===== src/rtl/ieee_754_divider.sv =====
// Sequential IEEE 754 single-precision divider: restoring mantissa division, one quotient bit per clock, RNE rounding.
// Define FP_DIV_SPECIAL_EN to enable NaN/Inf/denormal handling and exponent over/underflow saturation.
`timescale 1ns/1ps
module ieee_754_divider #(
  parameter int WIDTH    = 24,
  parameter int QBITS    = 26,
  parameter int EXP_BIAS = 127
) (
  input  logic        clk,
  input  logic        rst,
  input  logic [31:0] rs1,
  input  logic [31:0] rs2,
  input  logic        start,
  output logic [31:0] result,
  output logic        valid,
  output logic        busy
);

  localparam int CW = $clog2(QBITS);
  localparam logic [1:0] IDLE = 2'd0, ITER = 2'd1, NORM = 2'd2;

  logic [1:0]       state;
  logic             sign;
  logic [9:0]       exponent;
  logic [WIDTH:0]   remainder;
  logic [WIDTH-1:0] divisor;
  logic [QBITS-1:0] quotient;
  logic [CW-1:0]    count;
  logic             zero_case;
  logic [31:0]      zero_result;

  logic             op_sign;
  logic [9:0]       op_exp;
  logic             op_special;
  logic [31:0]      op_special_result;

`ifdef FP_DIV_SPECIAL_EN
  logic a_nan, b_nan, a_inf, b_inf, a_zero, b_zero;
  assign a_nan  = (rs1[30:23] == 8'hFF) && (rs1[22:0] != 23'd0);
  assign b_nan  = (rs2[30:23] == 8'hFF) && (rs2[22:0] != 23'd0);
  assign a_inf  = (rs1[30:23] == 8'hFF) && (rs1[22:0] == 23'd0);
  assign b_inf  = (rs2[30:23] == 8'hFF) && (rs2[22:0] == 23'd0);
  // A zero exponent field covers both true zero and denormals, which are flushed.
  assign a_zero = (rs1[30:23] == 8'h00);
  assign b_zero = (rs2[30:23] == 8'h00);
`endif

  // Operand decode used on the accepting edge.
  always_comb begin
    // NOTE: every output of a combinational block gets a default first so no path can infer a latch.
    op_sign           = rs1[31] ^ rs2[31];
    op_exp            = {2'b00, rs1[30:23]} - {2'b00, rs2[30:23]} + 10'(EXP_BIAS);
    op_special        = 1'b0;
    op_special_result = 32'h0;
`ifdef FP_DIV_SPECIAL_EN
    if (a_nan || b_nan || (a_zero && b_zero) || (a_inf && b_inf)) begin
      op_special        = 1'b1;
      op_special_result = 32'h7FC0_0000;
    end else if (a_inf || b_zero) begin
      op_special        = 1'b1;
      op_special_result = {op_sign, 8'hFF, 23'd0};
    end else if (b_inf || a_zero) begin
      op_special        = 1'b1;
      op_special_result = {op_sign, 31'd0};
    end
`else
    if (rs1[30:0] == 31'd0) begin
      op_special        = 1'b1;
      op_special_result = {op_sign, 31'd0};
    end else if (rs2[30:0] == 31'd0) begin
      op_special        = 1'b1;
      op_special_result = {op_sign, 8'hFF, 23'd0};
    end
`endif
  end

  // One restoring step: the remainder always stays below twice the divisor.
  logic           q_bit;
  logic [WIDTH:0] diff;
  logic [WIDTH:0] next_rem;
  assign q_bit    = remainder >= {1'b0, divisor};
  assign diff     = remainder - {1'b0, divisor};
  assign next_rem = (q_bit ? diff : remainder) << 1;

  logic [WIDTH-2:0] mant;
  logic             guard, sticky, round_up;
  logic [9:0]       exp_adj;
  logic [31:0]      norm_result;
`ifdef FP_DIV_SPECIAL_EN
  logic [32:0]      ext;
`endif

  always_comb begin
    if (quotient[QBITS-1]) begin
      mant    = quotient[QBITS-2:2];
      guard   = quotient[1];
      sticky  = quotient[0] | (remainder != '0);
      exp_adj = exponent;
    end else begin
      mant    = quotient[QBITS-3:1];
      guard   = quotient[0];
      sticky  = (remainder != '0);
      exp_adj = exponent - 10'd1;
    end
    round_up = guard & (sticky | mant[0]);
`ifdef FP_DIV_SPECIAL_EN
    // Round on the full 10-bit exponent so a mantissa carry is seen by the range checks.
    ext = {exp_adj, mant} + 33'(round_up);
    if ($signed(ext[32:23]) >= 10'sd255)
      norm_result = {sign, 8'hFF, 23'd0};
    else if ($signed(ext[32:23]) <= 10'sd0)
      norm_result = {sign, 31'd0};
    else
      norm_result = {sign, ext[30:0]};
`else
    norm_result = {sign, 31'({exp_adj, mant} + 33'(round_up))};
`endif
  end

  always_ff @(posedge clk or posedge rst) begin
    if (rst) begin
      state       <= IDLE;
      sign        <= 1'b0;
      exponent    <= '0;
      remainder   <= '0;
      divisor     <= '0;
      quotient    <= '0;
      count       <= '0;
      zero_case   <= 1'b0;
      zero_result <= '0;
      result      <= '0;
      valid       <= 1'b0;
      busy        <= 1'b0;
    end else begin
      // NOTE: state uses non-blocking assignments so every register samples pre-edge values.
      valid <= 1'b0;
      case (state)
        IDLE: if (start) begin
          sign        <= op_sign;
          exponent    <= op_exp;
          remainder   <= {2'b01, rs1[22:0]};
          divisor     <= {1'b1, rs2[22:0]};
          quotient    <= '0;
          count       <= '0;
          zero_case   <= op_special;
          zero_result <= op_special_result;
          busy        <= 1'b1;
          state       <= op_special ? NORM : ITER;
        end
        ITER: begin
          remainder <= next_rem;
          quotient  <= {quotient[QBITS-2:0], q_bit};
          count     <= count + 1'b1;
          if (count == CW'(QBITS - 1)) state <= NORM;
        end
        NORM: begin
          result <= zero_case ? zero_result : norm_result;
          valid  <= 1'b1;
          busy   <= 1'b0;
          state  <= IDLE;
        end
        default: state <= IDLE;
      endcase
    end
  end

endmodule

===== config.mk =====
export PLATFORM = sky130hd
export DESIGN_NAME = ieee_754_divider
export DESIGN_NICKNAME = d
export VERILOG_FILES = /design/src/rtl/ieee_754_divider.sv
export SDC_FILE = /design/constraint.sdc
export NUM_CORES = 1
export LEC_CHECK = 0
export ABC_AREA = 1
export BUFFER_PORTS_ARGS = -buffer_cell sky130_fd_sc_hd__buf_4
export CAP_MARGIN = 0
export CORE_MARGIN = 1
export CORE_UTILIZATION = 54
export DETAILED_ROUTE_END_ITERATION = 8
export PLACE_DENSITY = 0.77
export SETUP_SLACK_MARGIN = 0.5
export SYNTH_ARGS = -nofsm -noshare
export SYNTH_HDL_FRONTEND = slang
export SYNTH_SLANG_ARGS = --single-unit
export TNS_END_PERCENT = 50

===== constraint.sdc =====
create_clock -name clk -period 4.8 [get_ports clk]
set_clock_uncertainty 0.2 [all_clocks]
set_input_delay 0.96 -clock clk [delete_from_list [all_inputs] [get_ports clk]]
set_output_delay 0.96 -clock clk [all_outputs]
set_load 0.01 [all_outputs]

# Yosys cells after proc, flatten, opt, wreduce, memory -nomap -nowiden
# Index checks and enable logic that the tools add are counted.
# totals
out_inout_bits,34
in_bits,67
elab_cells,61
reg_bits,158
# op_classes
reduce_logical,10
n_bitwise,4
add_sub_neg,6
magnitude_cmp,1
muxes,23
n_eq_ne,5
# op_table
operator,count
2-to-1 mux 32 bit,3
logical NOT 31 bit,2
case mux 26 bit (2 select lines),1
case mux 25 bit (2 select lines),1
adder 31 x 1 -> 31 bit,1
2-to-1 mux 26 bit,1
greater-or-equal comparator 25 x 24 -> 1 bit,1
2-to-1 mux 25 bit,1
nonzero test 25 bit,1
2-to-1 mux 24 bit,1
subtractor 24 bit,1
2-to-1 mux 23 bit,1
case mux 5 bit (2 select lines),1
"adder 8 bit, second input constant",1
2-to-1 mux 8 bit,1
AND reduction 2 bit,4
"subtractor 8 x 1 -> 8 bit, second input constant",1
subtractor 8 bit,1
2-to-1 mux 1 bit,6
2-to-1 mux 2 bit,3
"adder 5 x 1 -> 5 bit, second input constant",1
"== test 5 bit, second input constant",1
2-to-1 mux 5 bit,1
"inequality test 2 bit, second input constant",2
9 further kinds,11

# Depth between registers and ports, before layout
# Gate-level depths: netlist (run 1).
# depth
word_depth,7
ltp_mapped,17
depth_no_buf,17

# Worst setup path before layout (run 1)
# No wires, ideal clock.
# synth_path
kind,input to register
start,in rs2[24]
end,reg exponent[7]
stages,12
slack_ns,1.937
setup_ns,0.066
n_path_buf,0
arrival_time_ns,2.597
required_ns,4.534
path_cell_list,inv_1 > ha_1 > ha_1 > fa_1 > nand2_1 > a21oi_1 > o21ai_0 > nand2_1 > a21oi_1 > or2_2 > nand3_1 > nand2_1
# synth_via
elab_chain_cells,2
# synth_lines
item,line,rtl
from (decl),12,"input logic [31:0] rs2,"
subtractor 8 bit,52,"op_exp = {2'b00, rs1[30:23]} - {2'b00, rs2[30:23]} + 10'(EXP_BIAS);"
adder 8 bit,52,
to (signal assigned),140,exponent <= op_exp;
to (decl),24,logic [9:0] exponent;
# Every way passes these cells.
# A chain may end at the register's enable or synchronous reset.

# Worst setup path after layout (run 1)
# layout_path
start,in start
end,reg remainder[4]
# layout_via
elab_chain_cells,2
# layout_lines
item,line,rtl
from (decl),13,"input logic start,"
inequality test 2 bit (no source line),--,
AND reduction 2 bit (no source line),--,
to (signal assigned),141,"remainder <= {2'b01, rs1[22:0]};"
to (signal assigned),151,remainder <= next_rem;
to (decl),25,logic [WIDTH:0] remainder;
# Every way passes these cells.

==> results of run 1 <==
where the power goes:
group	switching (mW)	internal [mW]
clock network	0.536	0.840
logic	2.69	1.45
registers	0.278	1.46
total	3.50	3.75
cell families after synthesis:
logic type / count (synthesis)
AO/OA/AOI/OAI: 207
XOR/XNOR: 21
adder cells (fa/ha/maj): 43
buffers and inverters: 249
flip-flops: 128
multiplexers: 2
AND/OR/NAND/NOR: 661
final timing paths:
kind	from	endpoint	slack, ns	cells past startpoint
max in group asynchronous	rst	quotient[25]	3.03	3
min in group asynchronous	rst	result[1]	0.45	2
max	start	remainder[4]	1.70	10
min	result[9]	result[9]	0.28	2
min reg2reg	result[9]	result[9]	0.28	2
max reg2reg	remainder[20]	remainder[9]	1.72	13
worst max-delay path: cells and delay by family:
| family | cells | cell delay [ns] |
|---|---|---|
| AO/OA/AOI/OAI | 1 | 0.24 |
| buffers and inverters | 6 | 1.59 |
| AND/OR/NAND/NOR | 3 | 0.44 |
cell type report:
cell class	count	area share
Clock buffer	18	0.0416
Clock inverter	14	0.0172
Inverter	211	0.0754
Multi-Input combinational cell	934	0.458
Sequential cell	128	0.304
Tap cell	216	0.0256
Timing Repair Buffer	109	0.0788
synthesized netlist by cell type (2+ instances only):
cell	count	area, µm²
inv_2	10	37.5
nand3_2	5	50.1
buf_2	3	15.0
o211ai_1	5	37.5
fa_1	2	40.0
o21bai_1	6	45.0
o21ai_2	14	123
nand3_1	79	395
nand3b_1	7	52.6
nor3_1	10	50.1
ha_1	41	513
nand4_1	28	175
nor2_2	4	25.0
inv_1	201	754
nor2_4	4	45.0
nor3_2	2	20.0
clkbuf_1	21	78.8
o31ai_1	5	37.5
a21oi_1	44	220
buf_1	5	18.8
o21ai_1	22	110
a31oi_1	2	12.5
or2_1	2	12.5
mux2i_1	2	20.0
nand2_2	6	37.5
nand2_1	385	1450
o21ai_0	77	385
xor2_1	10	87.6
or2_2	8	50.1
dfrtp_1	128	3200
nor2_1	107	402
o22ai_1	28	175
nor4_1	12	75.1
buf_6	5	56.3
buf_4	3	22.5
xnor2_1	10	87.6
routing by layer:
layer,wire [µm],vias to the layer above,track usage
met5,13,-,0
met4,541,2,0.110
met3,1560,40,0.0502
met2,10900,293,0.463
met1,10900,4126,0.400
li1,-,4403,-
through the flow:
step                      cell area (µm²)  hold slack, ns  cells  setup slack [ns]   util
final                               10500           0.276   1630              1.70  0.655
after global routing                10500           0.308   1630              1.41  0.655
after global placement               9930           0.245   1598              1.50  0.616
after floorplan                      9020           0.226   1311              1.94      -
after CTS                           10500           0.283   1630              1.74  0.655
after detailed placement             9930           0.267   1598              1.32  0.616
flip-flops by register name (all words and copies together), names as in the netlist:
register     flops
remainder       25
exponent         8
count            5
valid            1
zero_case        1
state            2
quotient        26
sign             1
busy             1
result          32
zero_result      2
divisor         24
==> flow_summary.ini, run 1 <==
[worst_setup_path]
critPathMaxFanout = 27
worstPathArrival_ns = 3.23
critPathRequiredTime_ns = 4.92
cp_slowest_cell = clkinv_1
cpMostUsedCell = inv_1
critPathLaunchType = input pin
max_stage_delay_ns = 0.75
endpoint_kind = flip-flop
cp_cell_sequence = buf_4, nand2_1, inv_1, nor2_1, clkinv_1, buf_4, o21ai_0, inv_1, nand2_1, inv_1
crit_type = input pin to flip-flop

[placed_design]
dp_hpwl_mm = 18.2
gp_congestion = 0.953
port_buffers = 100

[clock_network]
cts_setup_buffers = 0
postCtsHoldBufs = 0
cts_max_path_buffers = 2
cts-root-buf = clkbuf_16
cts_tree = yes
path_clk_slew_ns = 0.06
clock_sink_count = 128
cts_max_level = 4
insertion_delay_ns = 0.43
cts_resized = 0
cts_buffers = 17

[synth]
syn_nets = 1421
synth_top_family_by_area = simple AND/OR/NAND/NOR gates
synth_compound_area_frac = 0.132
synth_warnings = 0
avgSynthCellArea_um2 = 6.88
synth-xor-area-share = 0.0225
synth-edff-count = 0
ys_seq_area_frac = 0.355
netlist_instances = 1311
synth_simple_gate_area_share = 0.316
synth_adder_area_share = 0.0613
netlist-cell-type-count = 44
synthMuxAreaShare = 0.00222
ys_seq_elements = 128
synth_area_um2 = 9020
synthFlopType = dfrtp_1
async_flop_share = 1.00

[layout]
multi_input_area_um2 = 4830
num-nets-final = 1511
area_delta_synth_final_pct = 17.0
final_common_cell = nand2_1
register_area_um2 = 3200
mostFrequentLayoutCells = nand2_1, inv_1, dfrtp_1, buf_4, nor2_1
drive_gt1_frac = 0.142
fillers = 1505
num_antenna_cells = 0

[floorplanning]
rows = 46
io_pins = 101
die_h_um = 131
start_util = 0.560
core_area_um2 = 16100
dieArea_um2 = 17200
die_x_um = 131

[detailed_routing]
avgRoutedWirePerCell_um = 14.7
routed-via-count = 8864
drc = 0
drt-initial-drc-count = 638
drt-vias-per-instance = 5.44
ant_nets = 0
drt_wl_total_mm = 24.0
drtPass1Iterations = 5

[grt]
grt_pass1_wl_mm = 40.5
grt_overflow = 0
grtUsageTotal = 0.293
antenna_found_initial = 1
grt_pass1_vias = 8349
grt_max_degree = 96

[power_and_ir_drop]
power_mw = 7.25
ir_drop_mv = 0.466
p_per_area_nw_per_um2 = 687
p_leak_nw = 5.31

[status]
status = finished clean

[sta]
finalCritPeriodShare = 0.646
rsz0062_at_grt = no
fin_tns_setup_ns = 0
finalHoldViolCount = 0
period_needed_ns = 3.10
max-slew-margin-rel = 0.408
max_freq_ghz = 0.322
tightest_slew_ns = 0.880
drv_slew = 0
setup_violations = 0

[flow_run]
cap_violations = 0

[worst_hold_path]
hp-class = flip-flop to flip-flop
No activity file was read; power rests on OpenSTA's default activity.
==> run 2: changes to the inputs <==
- ABC_AREA: 1 -> 0
- PLACE_DENSITY: 0.77 -> 0.78
- clock period: 4.8 -> 2.9 ns (I/O delays scaled with it)
==> run 2 against run 1 <==
The flow now finishes with violations (negative setup slack); via count fell by 6.8%; power grew 120%; final cell count down 20%; sequential power rose by 97%; worst hold slack got worse by 0.15 ns; first-iteration DRC count is 10% higher; routed wire length up 11%; highest routed layer is now met4; synthesized cell count down 29%; sequential share of layout area is 2.2 points lower; clock-buffer cell count decreased by 1; die area shrank 8.1%.
==> flow_summary.ini, run 2 <==
[status]
status = finished, violations left
violations = negative setup slack

[layout]
fillers = 941
mostFrequentLayoutCells = buf_4, dfrtp_1, nand2_1, o21ai_0, inv_1
fin_util = 0.771
drive_gt1_frac = 0.333
final_cell_count_no_fill = 1307
num_antenna_cells = 0
top_register = result
largest_reg_flops = 32
top_regs = result (32), quotient (26), remainder (25)
num-nets-final = 1220
area_delta_synth_final_pct = 37.5
finish.instance_area_um2 = 11400
final_common_cell = buf_4
register_area_um2 = 3210
multi_input_area_um2 = 5390

[detailed_routing]
met1_length_mm = 10.4
routed-via-count = 8258
drtPass1Iterations = 5
ant_nets = 0
drt-vias-per-instance = 6.32
drt-initial-drc-count = 703
avgRoutedWirePerCell_um = 20.4
drt_wl_total_mm = 26.7
route.met2.wl_mm = 13.2
route.met3.wl_mm = 1.61
drc = 0
highest_layer = met4

[power_and_ir_drop]
ir_drop_mv = 0.892
p_per_area_nw_per_um2 = 1410
power_mw = 16.0
p_leak_nw = 5.11

[placed_design]
gp_congestion = 0.932
place_area_um2 = 9640
dp_hpwl_mm = 16.1
place_inst = 1236
port_buffers = 100

[synth]
synth_adder_area_share = 0.0668
synthTopCellsByArea = dfrtp_1, ha_1, nand2_1
synth_commonest_cells = dfrtp_1, nand2_1, o21ai_0
synth_area_um2 = 8280
synth_simple_gate_area_share = 0.175
syn_nets = 1038
ys_seq_elements = 128
synth_top_area_share = 0.387
ys_seq_area_frac = 0.387
avgSynthCellArea_um2 = 8.92
synthFlopType = dfrtp_1
synth_compound_area_frac = 0.218
synth_top_area_cell = dfrtp_1
synth_warnings = 0
synth_most_common_cell = dfrtp_1
async_flop_share = 1.00
netlist-cell-type-count = 72
synth-xor-area-share = 0.0656
synth-edff-count = 0
synthMuxAreaShare = 0.0381
netlist_instances = 928
synth_top_family_by_area = compound AO/OA/AOI/OAI gates

[worst_setup_path]
critPathRequiredTime_ns = 3.02
endpoint_kind = flip-flop
crit_type = flip-flop to flip-flop
rr_startpoint = remainder[3]
crit_start = remainder[3]
cp_num_buf_inv = 1
cp_cell_sequence = ha_1, and2_4, a221oi_4, nand4_1, a2111o_1, a31oi_4, buf_6, o221ai_4, xnor2_2, o31ai_2
worstPathArrival_ns = 3.13
max_stage_delay_ns = 0.47
cp_slowest_cell = a2111o_1
cp_top_family = compound AO/OA/AOI/OAI gates
critPathMaxFanout = 4
critPathLaunchType = flip-flop

[flow_run]
cap_violations = 0

[worst_hold_path]
hp-class = input pin to async pin

[floorplanning]
core_area_um2 = 14800
start_util = 0.561
io_pins = 101
die_x_um = 126
dieArea_um2 = 15800
die_h_um = 126
rows = 44

[grt]
grtUsageTotal = 0.315
grt_pass1_vias = 7967
grt_overflow = 0
antenna_found_initial = 0
grt_pass1_wl_mm = 38.9
grt_max_degree = 129

[sta]
max_freq_ghz = 0.332
finalHoldViolCount = 0
period_needed_ns = 3.01
max-slew-margin-rel = 0.0719
setup_violations = 14
finalCritPeriodShare = 1.04
tightest_slew_ns = 1.39
rsz0062_at_grt = yes
fin_tns_setup_ns = -0.664
drv_slew = 0
layout_setup_ws_ns = -0.109

[clock_network]
postCtsHoldBufs = 0
cts_buffers = 17
path_clk_slew_ns = 0.06
cts_max_path_buffers = 2
cts_tree = yes
clock_sink_count = 128
insertion_delay_ns = 0.44
cts_max_level = 4
cts-root-buf = clkbuf_16
==> run 2: final cells by class <==
cell class,count,share of cell area
inverters,48,0.0165
repair buffers,216,0.154
clock buffers,17,0.0374
multi-input cells,699,0.474
clock inverters,15,0.0163
flip-flops and latches,128,0.282
well taps,184,0.0202
==> run 2: cell families after synthesis <==
family	count (synthesis)
AO/OA/AOI/OAI	271
XOR/XNOR	62
buffers and inverters	101
flip-flops	128
multiplexers	31
adder cells (fa/ha/maj)	43
AND/OR/NAND/NOR	292
==> run 2: what timing repair did <==
action | 4_1_cts | 5_1_grt
resized for setup | 125 | 68
buffers inserted | 14 | 24
pin swaps | 72 | 64
cloned | 1 | 0
setup endpoints to repair | 50 | 49
==> run 2: metal layers <==
layer  global-route usage  up-vias
met5                    0        -
met4                0.172        0
met3               0.0654      109
met2                0.536      371
met1                0.373     4027
li1                     -     3751
==> run 2: worst reg2reg max path, delay by kind of cell, from the launching register on <==
kind                     cells  cell delay (ns)
XOR/XNOR                     1             0.15
flip-flops                   1             0.38
AND/OR/NAND/NOR              2             0.36
AO/OA/AOI/OAI                5             1.36
adder cells (fa/ha/maj)      1             0.31
buffers and inverters        1             0.15
==> run 2: final timing paths <==
check,depth (start not counted),slack (ns),end
max in group asynchronous,3,1.84,result[11]
setup reg to reg,10,-0.11,remainder[22]
min in group clk,3,0.16,divisor[0]
hold / removal,3,0.13,quotient[10]
setup / recovery,10,-0.11,remainder[22]
hold reg to reg,2,0.27,divisor[23]
==> run 2: where the power goes <==
group | internal, mW | leakage [nW] | switching (mW)
clock network | 1.36 | 0.294 | 0.888
logic | 4.92 | 3.22 | 5.45
registers | 2.60 | 1.60 | 0.818
==> run 2: stage by stage <==
| stage | hold slack, ns | setup slack (ns) |
|---|---|---|
| 2_1_floorplan | 0.218 | -0.478 |
| 3_3_place_gp | 0.233 | -0.0502 |
| 3_5_place_dp | 0.237 | -0.161 |
| 4_1_cts | 0.159 | -0.0330 |
| 5_1_grt | 0.161 | -0.215 |
| 6_report | 0.131 | -0.109 |
==> run 3: changes to the inputs <==
- PLACE_DENSITY: 0.78 -> 0.81
- clock period: 2.9 -> 2.54 ns (I/O delays scaled with it)
==> run 3 against run 2 <==
The flow still finishes with violations (negative setup slack); non-clock buffer count increased by 77; cell area up 3.2%; via count increased by 3.4%; global-route usage rose by 1.7 points; clock-buffer cell count increased by 4; critical path depth rose by 1; die area did not move; power is 17% higher; core utilization is 2.5 points higher; combinational power grew 22%.
==> flow_summary.ini, run 3 (synthesis gave the netlist of run 2 again) <==
[status]
status = finished, violations left
violations = negative setup slack

[layout]
register_area_um2 = 3200
largest_reg_flops = 32
drive_gt1_frac = 0.349
fillers = 873
top_register = result
area_delta_synth_final_pct = 41.8
final_common_cell = buf_4
num-nets-final = 1297
num_antenna_cells = 0
top_regs = result (32), quotient (26), remainder (25)
mostFrequentLayoutCells = buf_4, dfrtp_1, nand2_1, o21ai_0, inv_1
multi_input_area_um2 = 5210

[detailed_routing]
routed-via-count = 8535
drtPass1Iterations = 5
drc = 0
drt-initial-drc-count = 794
avgRoutedWirePerCell_um = 19.7
drt_wl_total_mm = 27.2
drt-vias-per-instance = 6.17
ant_nets = 0

[clock_network]
cts_buffers = 17
cts-root-buf = clkbuf_16
clock_sink_count = 128
cts_tree = yes
path_clk_slew_ns = 0.06
cts_max_path_buffers = 2
cts_max_level = 4
insertion_delay_ns = 0.43

[power_and_ir_drop]
p_per_area_nw_per_um2 = 1600
p_leak_nw = 5.38
ir_drop_mv = 1.10

[sta]
fin_tns_setup_ns = -10.75
rsz0062_at_grt = yes
finalCritPeriodShare = 1.15
setup_violations = 46
max_freq_ghz = 0.342
holdWs_ns = 0.0920
layout_setup_ws_ns = -0.383
period_needed_ns = 2.92
drv_slew = 0
max-slew-margin-rel = 0.576
finalHoldViolCount = 0
tightest_slew_ns = 0.630

[worst_setup_path]
critPathLaunchType = flip-flop
cp_slowest_cell = a2111o_1
r2r_end = remainder[5]
endpoint_kind = flip-flop
crit_type = flip-flop to flip-flop
worstPathArrival_ns = 3.03
path_depth = 11
cp_cell_sequence = inv_2, ha_4, and2_4, a221oi_4, nand4_1, a2111o_1, a21o_1, nand2_4, buf_6, mux2i_1, a21oi_1
cp_top_family = compound AO/OA/AOI/OAI gates
critPathCapture = remainder[5]
critPathRequiredTime_ns = 2.64
critPathMaxFanout = 6
crit_start = divisor[4]
rr_startpoint = divisor[4]
reg2reg_setup_slack_ns = -0.38
max_stage_delay_ns = 0.46
cp_num_buf_inv = 2
reg2regPathDepth = 11

[floorplanning]
io_pins = 101
die_x_um = 126
dieArea_um2 = 15800
rows = 44
core_area_um2 = 14800
start_util = 0.561
die_h_um = 126

[grt]
antenna_found_initial = 0
grt_pass1_vias = 8316
grt_max_degree = 52
grt_overflow = 0
grt_pass1_wl_mm = 40.9
grtUsageTotal = 0.331

[placed_design]
gp_congestion = 1.02
dp_hpwl_mm = 17.9
port_buffers = 100

[worst_hold_path]
hp-class = input pin to flip-flop

[flow_run]
cap_violations = 0
## run 3: cell count changes in the layout (fill, tap and decap cells not counted), moves of 5 or more
cell	change
buf_4	+79
nor3_4	-5
nand3_1	+5
nand2_1	+6
buf_6	-5
nand3_2	-5
## run 3: worst min path at each step
stage	start	endpoint	slack, ns	cells past startpoint
2_1_floorplan	divisor[23]	divisor[23]	0.22	2
3_3_place_gp	divisor[23]	divisor[23]	0.23	2
3_5_place_dp	divisor[23]	divisor[23]	0.23	2
4_1_cts	rs2[20]	divisor[20]	0.09	3
5_1_grt	rs2[9]	divisor[9]	0.09	3
6_report	rs2[20]	divisor[20]	0.09	3
## run 3: where the power goes
group	internal [mW]	total, mW	switching [mW]
Clock	1.43	2.38	0.948
Combinational	6.27	12.7	6.41
Sequential	2.97	3.74	0.775
Total	10.7	18.8	8.14
## run 3: repair_timing
| action | in CTS | in global routing |
|---|---|---|
| hold endpoints to repair | 23 | 0 |
| pin swaps | 51 | 44 |
| endpoints found under the setup margin | 58 | 67 |
| cloned | 1 | 0 |
| gates resized for setup | 73 | 62 |
| hold buffers | 1 | 0 |
| setup buffers | 14 | 12 |
## run 3: layout make-up
| class | instances | area share |
|---|---|---|
| multi-input cells | 699 | 0.443 |
| inverters | 48 | 0.0159 |
| clock inverters | 11 | 0.00906 |
| well taps | 184 | 0.0196 |
| flip-flops and latches | 128 | 0.273 |
| repair buffers | 293 | 0.199 |
| clock buffers | 21 | 0.0401 |
## run 3: through the flow
stage / total power [mW] / instance area [µm²] / cells / setup WS, ns / utilization
5_1_grt: 19.8 / 11700 / 1384 / -0.465 / 0.796
3_5_place_dp: 14.0 / 10400 / 1324 / -0.502 / 0.704
2_1_floorplan: 10.0 / 8370 / 928 / -0.306 / -
6_report: 18.8 / 11700 / 1384 / -0.383 / 0.796
3_3_place_gp: 13.7 / 10400 / 1324 / -0.405 / 0.704
4_1_cts: 17.6 / 11400 / 1372 / -0.380 / 0.770
## run 3: worst min-delay path, stage by stage
cell     delay, ns
buf_4         0.08
nand2_1       0.03
o21ai_0       0.05
## run 3: routing by layer
layer  vias to the layer above  global-route usage  part of all wire
met5                         -                   0                 0
met4                         0               0.192             0.050
met3                       115              0.0540             0.066
met2                       437               0.587              0.51
met1                      4075               0.380              0.38
li1                       3908                   -                 -
